**src/rtl/loop_index_gen_if.sv**
```systemverilog
// Handshake and bound signals between the loop index generator
// and its controller / index consumer.
interface loop_index_gen_if #(
  parameter int SIZE_ADDR = 8
);
  logic [SIZE_ADDR-1:0]   i_num_rows;
  logic [SIZE_ADDR-1:0]   i_num_cols;
  logic                   i_mode;
  logic                   i_start;
  logic                   i_abort;
  logic                   i_ready;
  logic                   o_valid;
  logic [SIZE_ADDR-1:0]   o_idx_i;
  logic [SIZE_ADDR-1:0]   o_idx_j;
  logic                   o_last_j;
  logic                   o_last;
  logic                   o_busy;
  logic [2*SIZE_ADDR-1:0] o_count;
  logic                   o_done;

  modport master (
    input  i_num_rows,
    input  i_num_cols,
    input  i_mode,
    input  i_start,
    input  i_abort,
    input  i_ready,
    output o_valid,
    output o_idx_i,
    output o_idx_j,
    output o_last_j,
    output o_last,
    output o_busy,
    output o_count,
    output o_done
  );

  modport slave (
    output i_num_rows,
    output i_num_cols,
    output i_mode,
    output i_start,
    output i_abort,
    output i_ready,
    input  o_valid,
    input  o_idx_i,
    input  o_idx_j,
    input  o_last_j,
    input  o_last,
    input  o_busy,
    input  o_count,
    input  o_done
  );
endinterface

```
**src/rtl/loop_index_gen.sv**
```systemverilog
// Two-level (i, j) loop index generator, rectangular or
// upper-triangular, with valid/ready backpressure and abort.
module loop_index_gen #(
  parameter int SIZE_ADDR = 8
) (
  input logic              i_clk,
  input logic              i_rst,
  loop_index_gen_if.master bus
);
  localparam int CW = 2 * SIZE_ADDR;
  localparam logic [SIZE_ADDR-1:0] ONE = 1;
  localparam logic [CW-1:0] CNT_ONE = 1;

  typedef enum logic [1:0] {
    S_IDLE,
    S_RUN,
    S_DONE
  } state_t;

  state_t state_q, state_d;
  logic [SIZE_ADDR-1:0] i_q, i_d;
  logic [SIZE_ADDR-1:0] j_q, j_d;
  logic [SIZE_ADDR-1:0] cols_q, cols_d;
  logic [SIZE_ADDR-1:0] reff_q, reff_d;
  logic mode_q, mode_d;
  logic [CW-1:0] count_q, count_d;

  logic run;
  logic last_j;
  logic last;
  logic fire;
  logic zero_bnd;
  logic [SIZE_ADDR-1:0] reff_new;
  logic [SIZE_ADDR-1:0] i_nxt;

  // Row-end / sweep-end flags and the effective row count at start.
  always_comb begin
    run      = (state_q == S_RUN);
    last_j   = run && (j_q == cols_q - ONE);
    last     = last_j && (i_q == reff_q - ONE);
    fire     = run && bus.i_ready;
    i_nxt    = i_q + ONE;
    zero_bnd = (bus.i_num_rows == '0) ||
               (bus.i_num_cols == '0);
    reff_new = bus.i_num_rows;
    if (bus.i_mode &&
        (bus.i_num_cols < bus.i_num_rows))
      reff_new = bus.i_num_cols;
  end

  // Next-state and index stepping; abort outranks everything.
  always_comb begin
    state_d = state_q;
    i_d     = i_q;
    j_d     = j_q;
    cols_d  = cols_q;
    reff_d  = reff_q;
    mode_d  = mode_q;
    count_d = count_q;
    unique case (state_q)
      S_IDLE: begin
        if (!bus.i_abort && bus.i_start) begin
          cols_d  = bus.i_num_cols;
          reff_d  = reff_new;
          mode_d  = bus.i_mode;
          count_d = '0;
          i_d     = '0;
          j_d     = '0;
          state_d = zero_bnd ? S_DONE : S_RUN;
        end
      end
      S_RUN: begin
        if (bus.i_abort) begin
          state_d = S_IDLE;
        end else if (fire) begin
          count_d = count_q + CNT_ONE;
          if (last) begin
            state_d = S_DONE;
          end else if (last_j) begin
            i_d = i_nxt;
            j_d = mode_q ? i_nxt : '0;
          end else begin
            j_d = j_q + ONE;
          end
        end
      end
      S_DONE: begin
        state_d = S_IDLE;
      end
      default: begin
        state_d = S_IDLE;
      end
    endcase
  end

  // State and datapath registers with synchronous reset.
  always_ff @(posedge i_clk) begin
    if (i_rst) begin
      state_q <= S_IDLE;
      i_q     <= '0;
      j_q     <= '0;
      cols_q  <= '0;
      reff_q  <= '0;
      mode_q  <= 1'b0;
      count_q <= '0;
    end else begin
      state_q <= state_d;
      i_q     <= i_d;
      j_q     <= j_d;
      cols_q  <= cols_d;
      reff_q  <= reff_d;
      mode_q  <= mode_d;
      count_q <= count_d;
    end
  end

  // Output drive.
  always_comb begin
    bus.o_valid  = run;
    bus.o_idx_i  = i_q;
    bus.o_idx_j  = j_q;
    bus.o_last_j = last_j;
    bus.o_last   = last;
    bus.o_busy   = run || (state_q == S_DONE);
    bus.o_count  = count_q;
    bus.o_done   = (state_q == S_DONE);
  end
endmodule
```
**src/flat_wrapper.sv**
```systemverilog
// flat-port wrapper written by rule: the top's interface ports become plain ports
module loop_index_gen_flat 
#(
  parameter int SIZE_ADDR = 8
)
  (i_clk, i_rst, bus_i_num_rows, bus_i_num_cols, bus_i_mode, bus_i_start, bus_i_abort, bus_i_ready, bus_o_valid, bus_o_idx_i, bus_o_idx_j, bus_o_last_j, bus_o_last, bus_o_busy, bus_o_count, bus_o_done);
  loop_index_gen_if #(.SIZE_ADDR(SIZE_ADDR)) bus_i ();
  input logic i_clk;
  input logic i_rst;
  input wire logic [$bits(bus_i.i_num_rows)-1:0] bus_i_num_rows;
  input wire logic [$bits(bus_i.i_num_cols)-1:0] bus_i_num_cols;
  input wire logic [$bits(bus_i.i_mode)-1:0] bus_i_mode;
  input wire logic [$bits(bus_i.i_start)-1:0] bus_i_start;
  input wire logic [$bits(bus_i.i_abort)-1:0] bus_i_abort;
  input wire logic [$bits(bus_i.i_ready)-1:0] bus_i_ready;
  output wire logic [$bits(bus_i.o_valid)-1:0] bus_o_valid;
  output wire logic [$bits(bus_i.o_idx_i)-1:0] bus_o_idx_i;
  output wire logic [$bits(bus_i.o_idx_j)-1:0] bus_o_idx_j;
  output wire logic [$bits(bus_i.o_last_j)-1:0] bus_o_last_j;
  output wire logic [$bits(bus_i.o_last)-1:0] bus_o_last;
  output wire logic [$bits(bus_i.o_busy)-1:0] bus_o_busy;
  output wire logic [$bits(bus_i.o_count)-1:0] bus_o_count;
  output wire logic [$bits(bus_i.o_done)-1:0] bus_o_done;
  assign bus_i.i_num_rows = bus_i_num_rows;
  assign bus_i.i_num_cols = bus_i_num_cols;
  assign bus_i.i_mode = bus_i_mode;
  assign bus_i.i_start = bus_i_start;
  assign bus_i.i_abort = bus_i_abort;
  assign bus_i.i_ready = bus_i_ready;
  assign bus_o_valid = bus_i.o_valid;
  assign bus_o_idx_i = bus_i.o_idx_i;
  assign bus_o_idx_j = bus_i.o_idx_j;
  assign bus_o_last_j = bus_i.o_last_j;
  assign bus_o_last = bus_i.o_last;
  assign bus_o_busy = bus_i.o_busy;
  assign bus_o_count = bus_i.o_count;
  assign bus_o_done = bus_i.o_done;
  loop_index_gen #(.SIZE_ADDR(SIZE_ADDR)) u_core (.i_clk(i_clk), .i_rst(i_rst), .bus(bus_i));
endmodule
```
**config.mk**
```make
export PLATFORM = sky130hd
export DESIGN_NAME = loop_index_gen_flat
export DESIGN_NICKNAME = d
export VERILOG_FILES = /design/src/rtl/loop_index_gen_if.sv /design/src/rtl/loop_index_gen.sv /design/src/flat_wrapper.sv
export SDC_FILE = /design/constraint.sdc
export NUM_CORES = 1
export LEC_CHECK = 0
export BUFFER_PORTS_ARGS = -buffer_cell sky130_fd_sc_hd__buf_2
export CORE_ASPECT_RATIO = 1.75
export CORE_MARGIN = 5
export CORE_UTILIZATION = 51
export DETAILED_ROUTE_END_ITERATION = 10
export PLACE_DENSITY = 0.83
export SLEW_MARGIN = 20
export SYNTH_ARGS = -nofsm -noshare
export SYNTH_HDL_FRONTEND = slang
export SYNTH_SLANG_ARGS = --single-unit
```
**constraint.sdc**
```tcl
create_clock -name i_clk -period 2.69 [get_ports i_clk]
set_input_delay 0.538 -clock i_clk [delete_from_list [all_inputs] [get_ports i_clk]]
set_output_delay 0.538 -clock i_clk [all_outputs]
set_load 0.02 [all_outputs]
```
== After elaboration in Yosys (flattened, before gate mapping) ==
Cells that the tools add are included.
Operators by class
  $add $sub $neg: 5
  order comparisons: 1
  reduce and logical (&&, ||, !) cells: 17
  eq/ne operators: 11
  mux-type cells: 23
Operator list (number)
  $mux 8: 11
  $mux 16: 3
  $pmux 16 s2: 1
  $pmux 8 s2: 2
  $add 16x1->16 const B: 1
  $add 8x1->8 const B: 2
  $eq 8x8->1: 2
  $logic_not 8->1: 2
  $sub 8x1->8 const B: 2
  $mux 2: 5
  $lt 8x8->1: 1
  $ne 2x2->1 const B: 4
  $ne 3x3->1 const B: 2
  $reduce_and 6->1: 1
  $logic_and 1x1->1: 5
  $reduce_and 5->1: 1
  $pmux 2 s2: 1
  $reduce_and 4->1: 1
  $reduce_and 3->1: 1
  $eq 2x1->1 const B: 1
  $eq 2x2->1 const B: 1
  $logic_not 2->1: 1
  $logic_or 1x1->1: 2
  $ne 2x1->1 const B: 1
  other kinds (3): 3
Word-level totals
  word-level logic and storage cells: 64
  input port bits: 22
  flip-flop bits (word level): 51
  output and inout bits: 37

== Longest topological paths before layout ==
  depth in word-level cells: 8
  gate-level depth with buffers: 13
  mapped depth without buffers: 9

== Worst setup path before layout ==
Ideal clock, no wire load.
  kind: reg2out
  from: register u_core.reff_q[0]
  to: output port bus_o_last
  required time: 2.152 ns
  path slack: -0.079 ns
  stages on the path, launching flop included: 9
  arrival: 2.231 ns
  buffers on the path: 1
  cell sequence: dfxtp_1 -> inv_1 -> ha_1 -> nand2b_1 -> o211a_1 -> o31a_1 -> or4_1 -> nor4_1 -> buf_2
On the way
  longest elaborated chain between the ends: 3
Ends and longest elaborated chain
  from (decl): RTL line loop_index_gen.sv:24  | logic [SIZE_ADDR-1:0] reff_q, reff_d;
  from (signal assigned): RTL line loop_index_gen.sv:111  | reff_q <= reff_d;
  $sub 8x1->8: RTL line loop_index_gen.sv:40  | last = last_j && (i_q == reff_q - ONE);
  $eq 8x8->1: RTL line loop_index_gen.sv:40
  $logic_and 1x1->1: RTL line loop_index_gen.sv:40
  to (decl): RTL line flat_wrapper.sv:20  | output wire logic [$bits(bus_i.o_last)-1:0] bus_o_last;
Every way passes these cells.

== Final worst setup path ==
Ends and elaborated chain as after synthesis.

==> flow_summary.yaml <==
logic_synthesis:
  synth_seq_area_share: 0.3029
  syn_area_per_cell_um2: 7.749
  synth_edf_count: 0
  synth_nets: 472
  synth.distinct_cells: 56
  netlist_instances: 435
  synth-seq-cells: 51
  syn_area_um2: 3371
  synth_ff_type: "dfxtp_1"
  yosysWarningCount: 0
  async_reset_ff_frac: 0
sta:
  rsz0062_at_grt: "yes"
  period_minus_slack_ns: 2.873
  post-route-period-util: 1.068
  relSlewSlack: 0.5720
  slew_violations: 0
  setup_viol: 1
  timing.fmax_mhz: 348.1
  hold_viol_final: 0
  worst_slack_ns: -0.1826
  tightest_slew_ns: 0.6392
  finClkSkew_ns: 0.004092
global_route:
  grt_max_degree: 26
  overflow: 0
  grt_use_total: 0.2345
  antenna_found_initial: 0
  grt_pass1_vias: 3587
  grt_pass1_wl_um: 16180
route:
  dr_total_vias: 3527
  drc_errors: 0
  vias_per_cell: 6.009
  wirelength_um: 9754
  wl_per_cell_um: 16.62
  drtPass1Iterations: 5
  drt_iter0_drc: 200
  antenna_left: 0
pwr:
  p_leak_nw: 1.717
  p_per_area_nw_per_um2: 452.5
  ir_worst_vdd_uv: 300.0
  fin_total_pwr_mw: 1.873
cells_and_area:
  fin_cells: 587
  drive_gt1_frac: 0.2574
  stdcell_area_um2: 4140
  diodes: 0
  nets: 541
  syn2layout_area_growth_pct: 22.83
  fin_util: 0.6379
floorplanning:
  die_h_um: 117.5
  fp.dieArea_um2: 8399
  start_util: 0.5194
  io_pins: 59
  num_rows: 39
  fp.dieW_um: 71.46
  coreArea_um2: 6490
critical_path:
  end_kind: "output port"
  start_kind: "flip-flop"
  path_cells: "inv_2, ha_4, nand2b_4, o211a_1, o31a_1, or4_4, nor4_4, buf_4"
  path_max_fanout: 5
  crit_required_ns: 2.15
  cp.buffers_inverters: 2
  critPathKind: "flip-flop to output port"
  path_delay_family: "simple AND/OR/NAND/NOR gates"
  rr_endpoint: "u_core.bus.o_idx_i[2]"
  cp_slowest_stage_delay_ns: 0.55
  r2r_slack_ns: 0.13
  reg2reg_from: "u_core.cols_q[0]"
  reg2reg_depth: 8
  slowest_stage: "or4_4"
  crit_arrival_ns: 2.33
outcome:
  outcome: "finished with violations"
  violations: "negative setup slack"
placement:
  place_congestion: 0.8932
  dpl_cell_area_um2: 3865
  hpwl_um: 7399
  portBuffers: 58
  dp_cells: 576
clocking:
  clk_pin_slew_ns: 0.06
  clock_sinks: 51
  cts_buffers: 5
  clk_latency_ns: 0.30
  htree_levels: 2
  clk_path_buf_depth: 2
  clock-root-buffer: "clkbuf_16"
  cts_tree: "built"
hold_path:
  hold_start: "u_core.cols_q[7]"
  holdPathStages: 2
  hold-path-endpoint: "u_core.cols_q[7]"
  hp-class: "flip-flop to flip-flop"
run:
  cap_viol_max_count: 0
[where the power goes]
| group | switching, mW | internal, mW |
|---|---|---|
| registers | 0.0350 | 0.783 |
| logic | 0.257 | 0.181 |
| clock network | 0.273 | 0.344 |
[synthesized netlist by cell type (all sizes together), types with 3 or more instances]
master,instances,share of area
dfxtp,51,0.30
o41ai,5,0.017
o311ai,3,0.0078
and4,3,0.0078
and2,5,0.0093
nor2b,5,0.0093
a21oi,21,0.031
nor3,12,0.018
nor4,10,0.027
nand4,4,0.0074
a211oi,21,0.047
o211ai,6,0.013
clkbuf,20,0.022
nor2,34,0.038
o31ai,3,0.0067
or3,8,0.016
nand2b,6,0.011
xnor2,21,0.055
xor2,19,0.049
and3,5,0.0093
buf,6,0.011
inv,22,0.024
nand2,55,0.061
or2,3,0.0063
ha,15,0.056
a31oi,7,0.013
nand3,15,0.022
o21ai,25,0.037
[logic make-up (layout without fill, tap and decap cells)]
kind of cell	after synthesis	count (layout)	synth area share
XOR/XNOR	40	40	0.1039
adder cells (fa/ha/maj)	15	15	0.05568
buffers and inverters	49	119	0.05902
multiplexers	2	2	0.006310
flip-flops	51	51	0.3029
AO/OA/AOI/OAI	106	106	0.2108
AND/OR/NAND/NOR	172	172	0.2613
[stage by stage]
step | hold WS [ns] | setup TNS, ns | setup slack (ns)
floorplan | 0.4478 | 0 | 0.0004565
detailed placement | 0.4609 | -0.1904 | -0.1339
global route | 0.4860 | -0.2375 | -0.2282
CTS | 0.4694 | -0.2305 | -0.2305
global placement | 0.4604 | -0.08593 | -0.08593
finish | 0.4697 | -0.1826 | -0.1826
[state kept, by name, indices dropped and copies added (netlist names)]
name	cells
u_core.bus.o_count	16
u_core.bus.o_idx_i	8
u_core.bus.o_idx_j	8
u_core.cols_q	8
u_core.mode_q	1
u_core.reff_q	8
u_core.state_q	2
[what timing repair did]
| action | CTS | global route |
|---|---|---|
| endpoints found under the setup margin | 8 | 8 |
| pin swaps | 2 | 5 |
| hold buffers | 0 | 0 |
| resized for setup | 16 | 13 |
| setup buffers | 1 | 2 |
| endpoints found under the hold margin | 0 | 0 |
[per-layer routing]
layer	share of wire	GRT usage	wire, um
met3	0.054	0.03932	530
met5	0	0	0
met1	0.36	0.2312	3508
met2	0.53	0.4263	5148
met4	0.058	0.1612	567
[cell type report]
| cell class | count | area (um2) |
|---|---|---|
| inverters | 23 | 86.33 |
| fillers | 552 | 2350 |
| repair buffers | 88 | 518.0 |
| clock inverters | 1 | 5.005 |
| flip-flops and latches | 51 | 1027 |
| multi-input cells | 335 | 2268 |
| clock buffers | 7 | 132.6 |
| well taps | 82 | 102.6 |
[worst max-delay path by stage]
stage                      from         end  slack, ns  cells after the start
2_1_floorplan  u_core.reff_q[0]  bus_o_last     0.0005                      8
3_3_place_gp   u_core.reff_q[0]  bus_o_last      -0.09                      8
3_5_place_dp   u_core.reff_q[0]  bus_o_last      -0.13                      8
4_1_cts        u_core.reff_q[0]  bus_o_last      -0.23                      8
5_1_grt        u_core.reff_q[2]  bus_o_last      -0.23                      6
6_report       u_core.reff_q[0]  bus_o_last      -0.18                      8
[cells in the final DEF (no fill, tap or decap), types with 5 or more instances in the layout]
cell        n
nand3_1    15
and3_1      5
xor2_1     19
dfxtp_1    46
buf_4      31
nand2_1    52
nor4_1      6
and2_1      5
dfxtp_2     5
inv_1      20
buf_2      57
nand2b_1    5
o211ai_1    6
a211oi_1   21
clkbuf_16   5
a31oi_1     7
nor3_1      8
o21ai_0    24
xnor2_1    21
nor2b_1     5
or3_1       6
nor2_1     34
a21oi_1    19
ha_1       13
[worst min-delay path: stages (launching register included)]
cell     delay [ns]
dfxtp_1        0.32
nand2_1        0.05
a21oi_1        0.05
Note: power is estimated with default switching activity, not from simulation.
